$ cat src/rtl/psum_collector.sv
// psum_collector: column-bottom consumer for the systolic PE array.
// Captures the psum stream leaving the last PE of a column, accumulates it
// across K-tile passes in a DEPTH-entry buffer, then drains the finished
// sums through a valid/ready port once the final pass has completed.
// Optional feature macro: PSUM_COLLECTOR_SAT_EN selects a signed saturating
// accumulate; without it the accumulate wraps around in two's complement.
module psum_collector #(
    parameter int PSUM_WIDTH     = 32,
    parameter int DEPTH          = 8,
    parameter int PASS_CNT_WIDTH = 4
) (
    input  logic                      clk,
    input  logic                      rst_n,
    input  logic [PSUM_WIDTH-1:0]     psum_i,
    input  logic                      psum_en_i,
    input  logic                      tile_last_i,
    input  logic                      clear_i,
    output logic [PSUM_WIDTH-1:0]     out_data_o,
    output logic                      out_valid_o,
    input  logic                      out_ready_i,
    output logic                      out_last_o,
    output logic                      busy_o,
    output logic                      overflow_o,
    output logic [PASS_CNT_WIDTH-1:0] pass_cnt_o
);

    localparam int IDX_W = (DEPTH > 1) ? $clog2(DEPTH) : 1;
    localparam logic [IDX_W-1:0] LAST_IDX = IDX_W'(DEPTH - 1);

    typedef enum logic [1:0] {
        ST_IDLE  = 2'd0,
        ST_ACCUM = 2'd1,
        ST_DRAIN = 2'd2
    } state_t;

    state_t                    state_q, state_d;
    logic [IDX_W-1:0]          widx_q, widx_d;
    logic [IDX_W-1:0]          ridx_q, ridx_d;
    logic                      first_q, first_d;
    logic                      last_pass_q, last_pass_d;
    logic                      overflow_q, overflow_d;
    logic [PASS_CNT_WIDTH-1:0] pass_cnt_q, pass_cnt_d;

    logic [PSUM_WIDTH-1:0]     mem_q [DEPTH];
    logic                      wr_en;
    logic [IDX_W-1:0]          wr_idx;
    logic [PSUM_WIDTH-1:0]     wr_val;

    // Accumulate one psum onto a stored partial sum.
    function automatic logic [PSUM_WIDTH-1:0] acc_add(
        input logic [PSUM_WIDTH-1:0] a,
        input logic [PSUM_WIDTH-1:0] b
    );
        logic [PSUM_WIDTH-1:0] sum;
        sum = a + b;
`ifdef PSUM_COLLECTOR_SAT_EN
        // Same-sign operands producing an opposite-sign result overflowed.
        if ((a[PSUM_WIDTH-1] == b[PSUM_WIDTH-1]) && (sum[PSUM_WIDTH-1] != a[PSUM_WIDTH-1])) begin
            sum = a[PSUM_WIDTH-1] ? {1'b1, {(PSUM_WIDTH-1){1'b0}}}
                                  : {1'b0, {(PSUM_WIDTH-1){1'b1}}};
        end
`endif
        return sum;
    endfunction

    // Next-state logic: clear wins over everything, then per-state behaviour.
    always_comb begin
        state_d     = state_q;
        widx_d      = widx_q;
        ridx_d      = ridx_q;
        first_d     = first_q;
        last_pass_d = last_pass_q;
        overflow_d  = overflow_q;
        pass_cnt_d  = pass_cnt_q;
        wr_en       = 1'b0;

        if (clear_i) begin
            state_d    = ST_IDLE;
            widx_d     = '0;
            ridx_d     = '0;
            first_d    = 1'b1;
            overflow_d = 1'b0;
            pass_cnt_d = '0;
        end else begin
            case (state_q)
                ST_IDLE: begin
                    if (psum_en_i) begin
                        wr_en       = 1'b1;
                        last_pass_d = tile_last_i;
                        widx_d      = IDX_W'(1);
                        state_d     = ST_ACCUM;
                    end
                end
                ST_ACCUM: begin
                    if (psum_en_i) begin
                        wr_en = 1'b1;
                        if (widx_q == LAST_IDX) begin
                            widx_d     = '0;
                            pass_cnt_d = pass_cnt_q + PASS_CNT_WIDTH'(1);
                            if (last_pass_q) begin
                                state_d = ST_DRAIN;
                                ridx_d  = '0;
                            end else begin
                                state_d = ST_IDLE;
                                first_d = 1'b0;
                            end
                        end else begin
                            widx_d = widx_q + IDX_W'(1);
                        end
                    end
                end
                ST_DRAIN: begin
                    if (psum_en_i) begin
                        overflow_d = 1'b1;
                    end
                    if (out_ready_i) begin
                        if (ridx_q == LAST_IDX) begin
                            state_d    = ST_IDLE;
                            ridx_d     = '0;
                            first_d    = 1'b1;
                            pass_cnt_d = '0;
                        end else begin
                            ridx_d = ridx_q + IDX_W'(1);
                        end
                    end
                end
                default: begin
                    state_d = ST_IDLE;
                end
            endcase
        end
    end

    // Buffer write port: the first pass overwrites, later passes accumulate.
    always_comb begin
        wr_idx = (state_q == ST_ACCUM) ? widx_q : '0;
        wr_val = first_q ? psum_i : acc_add(mem_q[wr_idx], psum_i);
    end

    // Control registers, abandoned asynchronously on reset.
    always_ff @(posedge clk or negedge rst_n) begin
        if (!rst_n) begin
            state_q     <= ST_IDLE;
            widx_q      <= '0;
            ridx_q      <= '0;
            first_q     <= 1'b1;
            last_pass_q <= 1'b0;
            overflow_q  <= 1'b0;
            pass_cnt_q  <= '0;
        end else begin
            state_q     <= state_d;
            widx_q      <= widx_d;
            ridx_q      <= ridx_d;
            first_q     <= first_d;
            last_pass_q <= last_pass_d;
            overflow_q  <= overflow_d;
            pass_cnt_q  <= pass_cnt_d;
        end
    end

    // Buffer storage; stale contents are harmless because of the first flag.
    always_ff @(posedge clk) begin
        if (wr_en) begin
            mem_q[wr_idx] <= wr_val;
        end
    end

    // Output decode: data reads zero whenever no result is being offered.
    always_comb begin
        out_valid_o = (state_q == ST_DRAIN);
        out_data_o  = out_valid_o ? mem_q[ridx_q] : '0;
        out_last_o  = out_valid_o && (ridx_q == LAST_IDX);
        busy_o      = (state_q != ST_IDLE);
        overflow_o  = overflow_q;
        pass_cnt_o  = pass_cnt_q;
    end

endmodule

$ cat config.mk
export PLATFORM = sky130hd
export DESIGN_NAME = psum_collector
export DESIGN_NICKNAME = d
export VERILOG_FILES = /design/src/rtl/psum_collector.sv
export SDC_FILE = /design/constraint.sdc
export NUM_CORES = 1
export LEC_CHECK = 0
export CAP_MARGIN = 20
export CORE_MARGIN = 5
export CORE_UTILIZATION = 32
export CTS_CLUSTER_DIAMETER = 30
export DETAILED_ROUTE_END_ITERATION = 8
export GPL_ROUTABILITY_DRIVEN = 0
export SYNTH_ARGS = -nofsm -noshare
export SYNTH_HDL_FRONTEND = slang
export SYNTH_SLANG_ARGS = --single-unit
$ cat constraint.sdc
create_clock -name clk -period 5.6 [get_ports clk]
set_clock_uncertainty 0.1 [all_clocks]
set_input_delay 0.84 -clock clk [delete_from_list [all_inputs] [get_ports clk]]
set_output_delay 0.84 -clock clk [all_outputs]
set_load 0.01 [all_outputs]
==> Word-level counts from Yosys, hierarchy flattened <==
Memory sizes are Yosys's and may differ from the RTL's.
Index checks and enable logic that the tools add are counted.
{ "totals": {"register_bits": 15, "ramBits": 256, "in_bits": 38, "out_inout_bits": 40, "wordCells": 83, "mem_count": 1} }
{ "classes": {"n_addsub": 4, "n_eq_ne": 11, "n_mux": 44, "n_bitwise": 1, "reduce_logical": 15} }
{ "mem_list": {"columns": ["name", "words", "width", "read_ports", "rd_clocked_by_memory_dff", "wr", "line", "text"], "rows": [
  ["mem_q", 8, 32, 2, 0, 1, "44", "logic [PSUM_WIDTH-1:0] mem_q [DEPTH];"]
]} }
{ "op_table": {"columns": ["operator", "count"], "rows": [
  ["$mux 32", 2],
  ["$mux 3", 11],
  ["$add 32x32->32", 1],
  ["$mux 4", 5],
  ["$ne 3x3->1 const B", 5],
  ["$reduce_and 5->1", 3],
  ["$mux 1", 14],
  ["$mux 2", 7],
  ["$pmux 3 s2", 2],
  ["$pmux 4 s2", 1],
  ["$add 3x1->3 const B", 2],
  ["$eq 3x3->1 const B", 2],
  ["$ne 3x2->1 const B", 2],
  ["$pmux 2 s3", 1],
  ["$reduce_and 3->1", 2],
  ["$reduce_and 6->1", 1],
  ["$reduce_bool 2->1", 3],
  ["$reduce_bool 3->1", 2],
  ["$add 4x1->4 const B", 1],
  ["$eq 2x1->1 const B", 1],
  ["$eq 2x2->1 const B", 1],
  ["$logic_not 2->1", 1],
  ["$pmux 1 s2", 1],
  ["$reduce_and 2->1", 1],
  ["3 further kinds", 3]
]} }

==> Logic depth before layout (Yosys ltp) <==
{ "depth": {"ltp_word": 6, "mapped_depth": 18, "depth_no_buf": 15} }

==> Least setup slack after synthesis <==
OpenSTA, ideal clock, no wires.
{ "synth_path": {"path_kind": "register to register", "startpoint": "register widx_q[0]", "endpoint": "memory mem_q[0][22], data pin", "setup_time_ns": 0.278, "arrival_ns": 3.867, "t_required_ns": 5.222, "path_slack_ns": 1.355, "path_stages_with_launch": 18, "path_buffers": 3, "synth_period_minus_slack_ns": 4.245, "path_cell_list": "dfrtp_1 > nand3b_1 > clkbuf_1 > clkbuf_1 > clkbuf_1 > nand2_1 > a32oi_1 > and3_1 > ha_1 > inv_1 > fa_1 > nor2b_1 > o31a_1 > o21ai_2 > a311oi_2 > o21ai_1 > and3_1 > o31ai_1"} }
{ "synth_between": {"elab_chain_len": 4} }
{ "synth_lines": {"columns": ["item", "line", "text"], "rows": [
  ["start, declared", "37", "logic [IDX_W-1:0] widx_q, widx_d;"],
  ["start signal, assigned", "152", "widx_q <= widx_d;"],
  ["$mux 3", "136", "wr_idx = (state_q == ST_ACCUM) ? widx_q : '0;"],
  ["$mem_v2 8x32", null, null],
  ["$add 32x32->32", "55", "sum = a + b;"],
  ["$mux 32", "137", "wr_val = first_q ? psum_i : acc_add(mem_q[wr_idx], psum_i);"],
  ["named net wr_val[22]", "47", "logic [PSUM_WIDTH-1:0] wr_val;"],
  ["end, declared", "44", null]
]} }
The timed path passes the listed nets, and every way through them passes these cells.

==> Worst setup path after layout <==
{ "layout_path": {"startpoint": "register state_q[1]", "endpoint": "memory mem_q[2][29], data pin"} }
{ "layout_between": {"elab_chain_len": 5} }
{ "layout_lines": {"columns": ["item", "line", "text"], "rows": [
  ["start, declared", "36", "state_t state_q, state_d;"],
  ["start signal, assigned", "151", "state_q <= state_d;"],
  ["$eq 2x1->1", "136", null],
  ["$mux 3", "136", null],
  ["$mem_v2 8x32", null, null],
  ["$add 32x32->32", "55", null],
  ["$mux 32", "137", null],
  ["named net wr_val[29]", "47", null]
]} }
The timed path passes the listed nets, and every way through them passes these cells.

==> impl_metrics.env <==
export IMPL_drc=0
export IMPL_via_count=10795
export IMPL_yosysWarningCount=0
export IMPL_initial_core_util_pct=32.48
export IMPL_area_growth_synth_to_final_pct=24.44
export IMPL_final_nets=1408
export IMPL_dr_first_iter_drc_count=1069
export IMPL_root_buffer="clkbuf_16"
export IMPL_regToRegSetupSlack_ps=510
export IMPL_die_w_um=225.1
export IMPL_cts_clk_slew_worst_paths_ps=50
export IMPL_vdd_drop_max_v=0.0002380
export IMPL_synth_top_area_share_pct=51.93
export IMPL_swShare_pct=29.38
export IMPL_clk_latency_ps=580
export IMPL_p_int_mw=5.667
export IMPL_grt_max_degree=52
export IMPL_crit_type="register to register"
export IMPL_routed_via_density=5.452
export IMPL_dieArea_um2=50670
export IMPL_post_cts_buffers=0
export IMPL_rsz0062_at_grt="no"
export IMPL_synth_commonest_cells="256 x edfxtp_1, 245 x nand2_1, 71 x nand3_1, 64 x mux4_2, 63 x mux2i_1"
export IMPL_hpwl_um=27260
export IMPL_yosys_area_top_type="edfxtp_1"
export IMPL_cp_top_family="compound AO/OA/AOI/OAI gates"
export IMPL_status="finished clean"
export IMPL_pwr_share_clk_pct=43.5
export IMPL_port_buffers=77
export IMPL_finalSetupTns_ps=0
export IMPL_cts_tree="done"
export IMPL_switching_power_mw=2.357
export IMPL_ys_ff_latch=271
export IMPL_arrival_ps=5270
export IMPL_synthCells=1234
export IMPL_fillers=4197
export IMPL_grt_pass1_vias=10958
export IMPL_crit_required_ps=5790
export IMPL_cp_start_kind="register"
export IMPL_grt_overflow_total=0
export IMPL_syn_area_per_cell_um2=12.00
export IMPL_core_area_um2=45580
export IMPL_combPwrFrac_pct=24.3
export IMPL_drt_wl_total_um=42490
export IMPL_async_reset_ff_share_pct=5.535
export IMPL_n_antenna_cell=0
export IMPL_fin_crit_ps=5086
export IMPL_netlist_cell_type_count=67
export IMPL_max_cap_viol_count=0
export IMPL_clockBufferDepth=3
export IMPL_critPathMaxStageDelay_ps=530
export IMPL_syn_nets=1311
export IMPL_ios=78
export IMPL_crit_chain="nor2b_2 -> and2_4 -> buf_4 -> buf_4 -> o221ai_1 -> a221oi_1 -> ha_1 -> a21oi_1 -> o31ai_1 -> a211oi_1 -> o21ai_0 -> a31oi_1 -> a21oi_1 -> o31ai_2"
export IMPL_synth_most_common_cell="edfxtp_1"
export IMPL_fmax_mhz=196.6
export IMPL_cts_inserted_buffers=59
export IMPL_routedWlPerCell_um=21.46
export IMPL_hp_class="register to register"
export IMPL_row_count=78
export IMPL_cp_max_fo=34
export IMPL_hold_violations=0
export IMPL_grt_usage_pct=16.41
export IMPL_setup_viol=0
export IMPL_slew_viol_final=0
export IMPL_power_density_nw_per_um2=435.6
export IMPL_first_pass_iters=5
export IMPL_ys_top_cells_by_area="edfxtp_1 52%, mux4_2 9.7%, nand2_1 6.2%, mux2i_1 4.3%, ha_1 3.2%"
export IMPL_synth_yosys_seq_area_share_pct=54.47
export IMPL_fin_crit_sh_pct=90.82
export IMPL_ant_nets=0
export IMPL_synth_enable_flop_cells=256
export IMPL_h_tree_depth=2
export IMPL_critPathCaptureType="register"
export IMPL_die_height_um=225.1
export IMPL_leakage_nw=6.493
export IMPL_synthFlopType="edfxtp_1"
export IMPL_cts_sinks=271
export IMPL_worst_pin_slew_ps=1049
export IMPL_drive_gt1_share_pct=16.96
export IMPL_hold_slack_ps=404.0
export IMPL_antenna_found_initial=0
export IMPL_power_frac_seq_pct=32.2
export IMPL_grt_first_pass_wirelength_um=64960
export IMPL_cp_slowest_cell="dfrtp_1"
export IMPL_syn_area_um2=14800
export IMPL_worst_path_buf_inv=2
export IMPL_slew_limit_headroom_pct=30.07
[final timing paths]
path / from / endpoint / depth (start not counted)
max in group asynchronous: rst_n / ridx_q[0]$_DFFE_PN0P_ / 1
hold reg to reg: overflow_o$_DFFE_PN0P_ / overflow_o$_DFFE_PN0P_ / 2
min in group asynchronous: rst_n / pass_cnt_o[2]$_DFFE_PN0P_ / 1
setup / recovery: state_q[1]$_DFFE_PN0P_ / mem_q[2][29]$_DFFE_PP_ / 14
setup reg to reg: state_q[1]$_DFFE_PN0P_ / mem_q[2][29]$_DFFE_PP_ / 14
hold / removal: overflow_o$_DFFE_PN0P_ / overflow_o$_DFFE_PN0P_ / 2
[registers in the layout, indices dropped and copies added (netlist names)]
| signal | flops |
|---|---|
| widx_q | 3 |
| state_q | 2 |
| pass_cnt_o | 4 |
| mem_q | 256 |
| first_q | 1 |
| last_pass_q | 1 |
| ridx_q | 3 |
| overflow_o | 1 |
[metrics by stage]
stage | worst slack [ps] | area (um^2) | std cells | util [%] | power [mW]
after global placement | 623.9 | 16390 | 1870 | 35.96 | 4.536
after CTS | 381.7 | 18420 | 1980 | 40.41 | 8.074
after global routing | 158.5 | 18420 | 1980 | 40.42 | 8.387
after floorplan | 1355 | 14800 | 1234 | - | 3.920
after detailed placement | 393.2 | 16390 | 1870 | 35.96 | 4.560
final | 514.2 | 18420 | 1980 | 40.42 | 8.024
[logic make-up (layout without fill, tap and decap cells)]
family          after synthesis  in the layout  share of synthesized area (%)
mux                         130            130                          14.22
xor+xnor                     15             15                         0.8875
flops                       271            271                          54.47
compound gates              202            202                          9.855
fa+ha+maj                    39             39                          3.347
buf+inv                      98            244                          2.637
simple gates                479            479                          14.58
[area by class of cell]
| type | count | area, um^2 | share of cell area, % |
|---|---|---|---|
| well taps | 600 | 750.7 | 4.075 |
| flip-flops and latches | 271 | 8070 | 43.81 |
| repair buffers | 113 | 1066 | 5.786 |
| clock inverters | 45 | 528.0 | 2.866 |
| multi-input cells | 865 | 6430 | 34.90 |
| clock buffers | 65 | 1499 | 8.136 |
| inverters | 21 | 78.83 | 0.4279 |
[tightest hold or removal path: cells and delay by family, from the launching register on]
family / cells / cell delay [ps]
simple gates: 1 / 80
compound gates: 1 / 40
flops: 1 / 340
[power groups by stage]
| stage | combinational (mW) | clock [mW] | sequential [mW] |
|---|---|---|---|
| floorplan | 1.39 | 0 | 2.53 |
| CTS | 1.96 | 3.54 | 2.58 |
| global route | 2.14 | 3.65 | 2.59 |
| detailed placement | 1.94 | 0 | 2.62 |
| global placement | 1.92 | 0 | 2.61 |
| finish | 1.95 | 3.49 | 2.58 |
[cell usage in the layout (no fill, tap or decap), types with 34 or more instances in the layout]
cell | netlist | layout
buf_4 | 1 | 34
nand2_1 | 245 | 245
and3_1 | 49 | 48
nand3_1 | 71 | 71
a21oi_1 | 39 | 39
clkbuf_16 | 0 | 59
ha_1 | 38 | 38
mux4_2 | 64 | 64
nor2_1 | 62 | 53
edfxtp_1 | 256 | 256
clkdlybuf4s50_1 | 0 | 77
mux2i_1 | 63 | 63
[metal layers]
metal	GRT usage [%]	part of all wire [%]	vias to the layer above	routed length (um)
met5	0	0	-	0
met4	4.920	2.5	0	1061
met3	2.605	6.0	83	2541
met2	26.90	47	387	20010
met1	22.61	44	5369	18870
li1	-	-	4956	-
[repair_timing]
action	4_1_cts	5_1_grt
hold buffers	0	0
gates resized for setup	0	2
setup endpoints to repair	0	24
(Power assumes the default switching activity.)
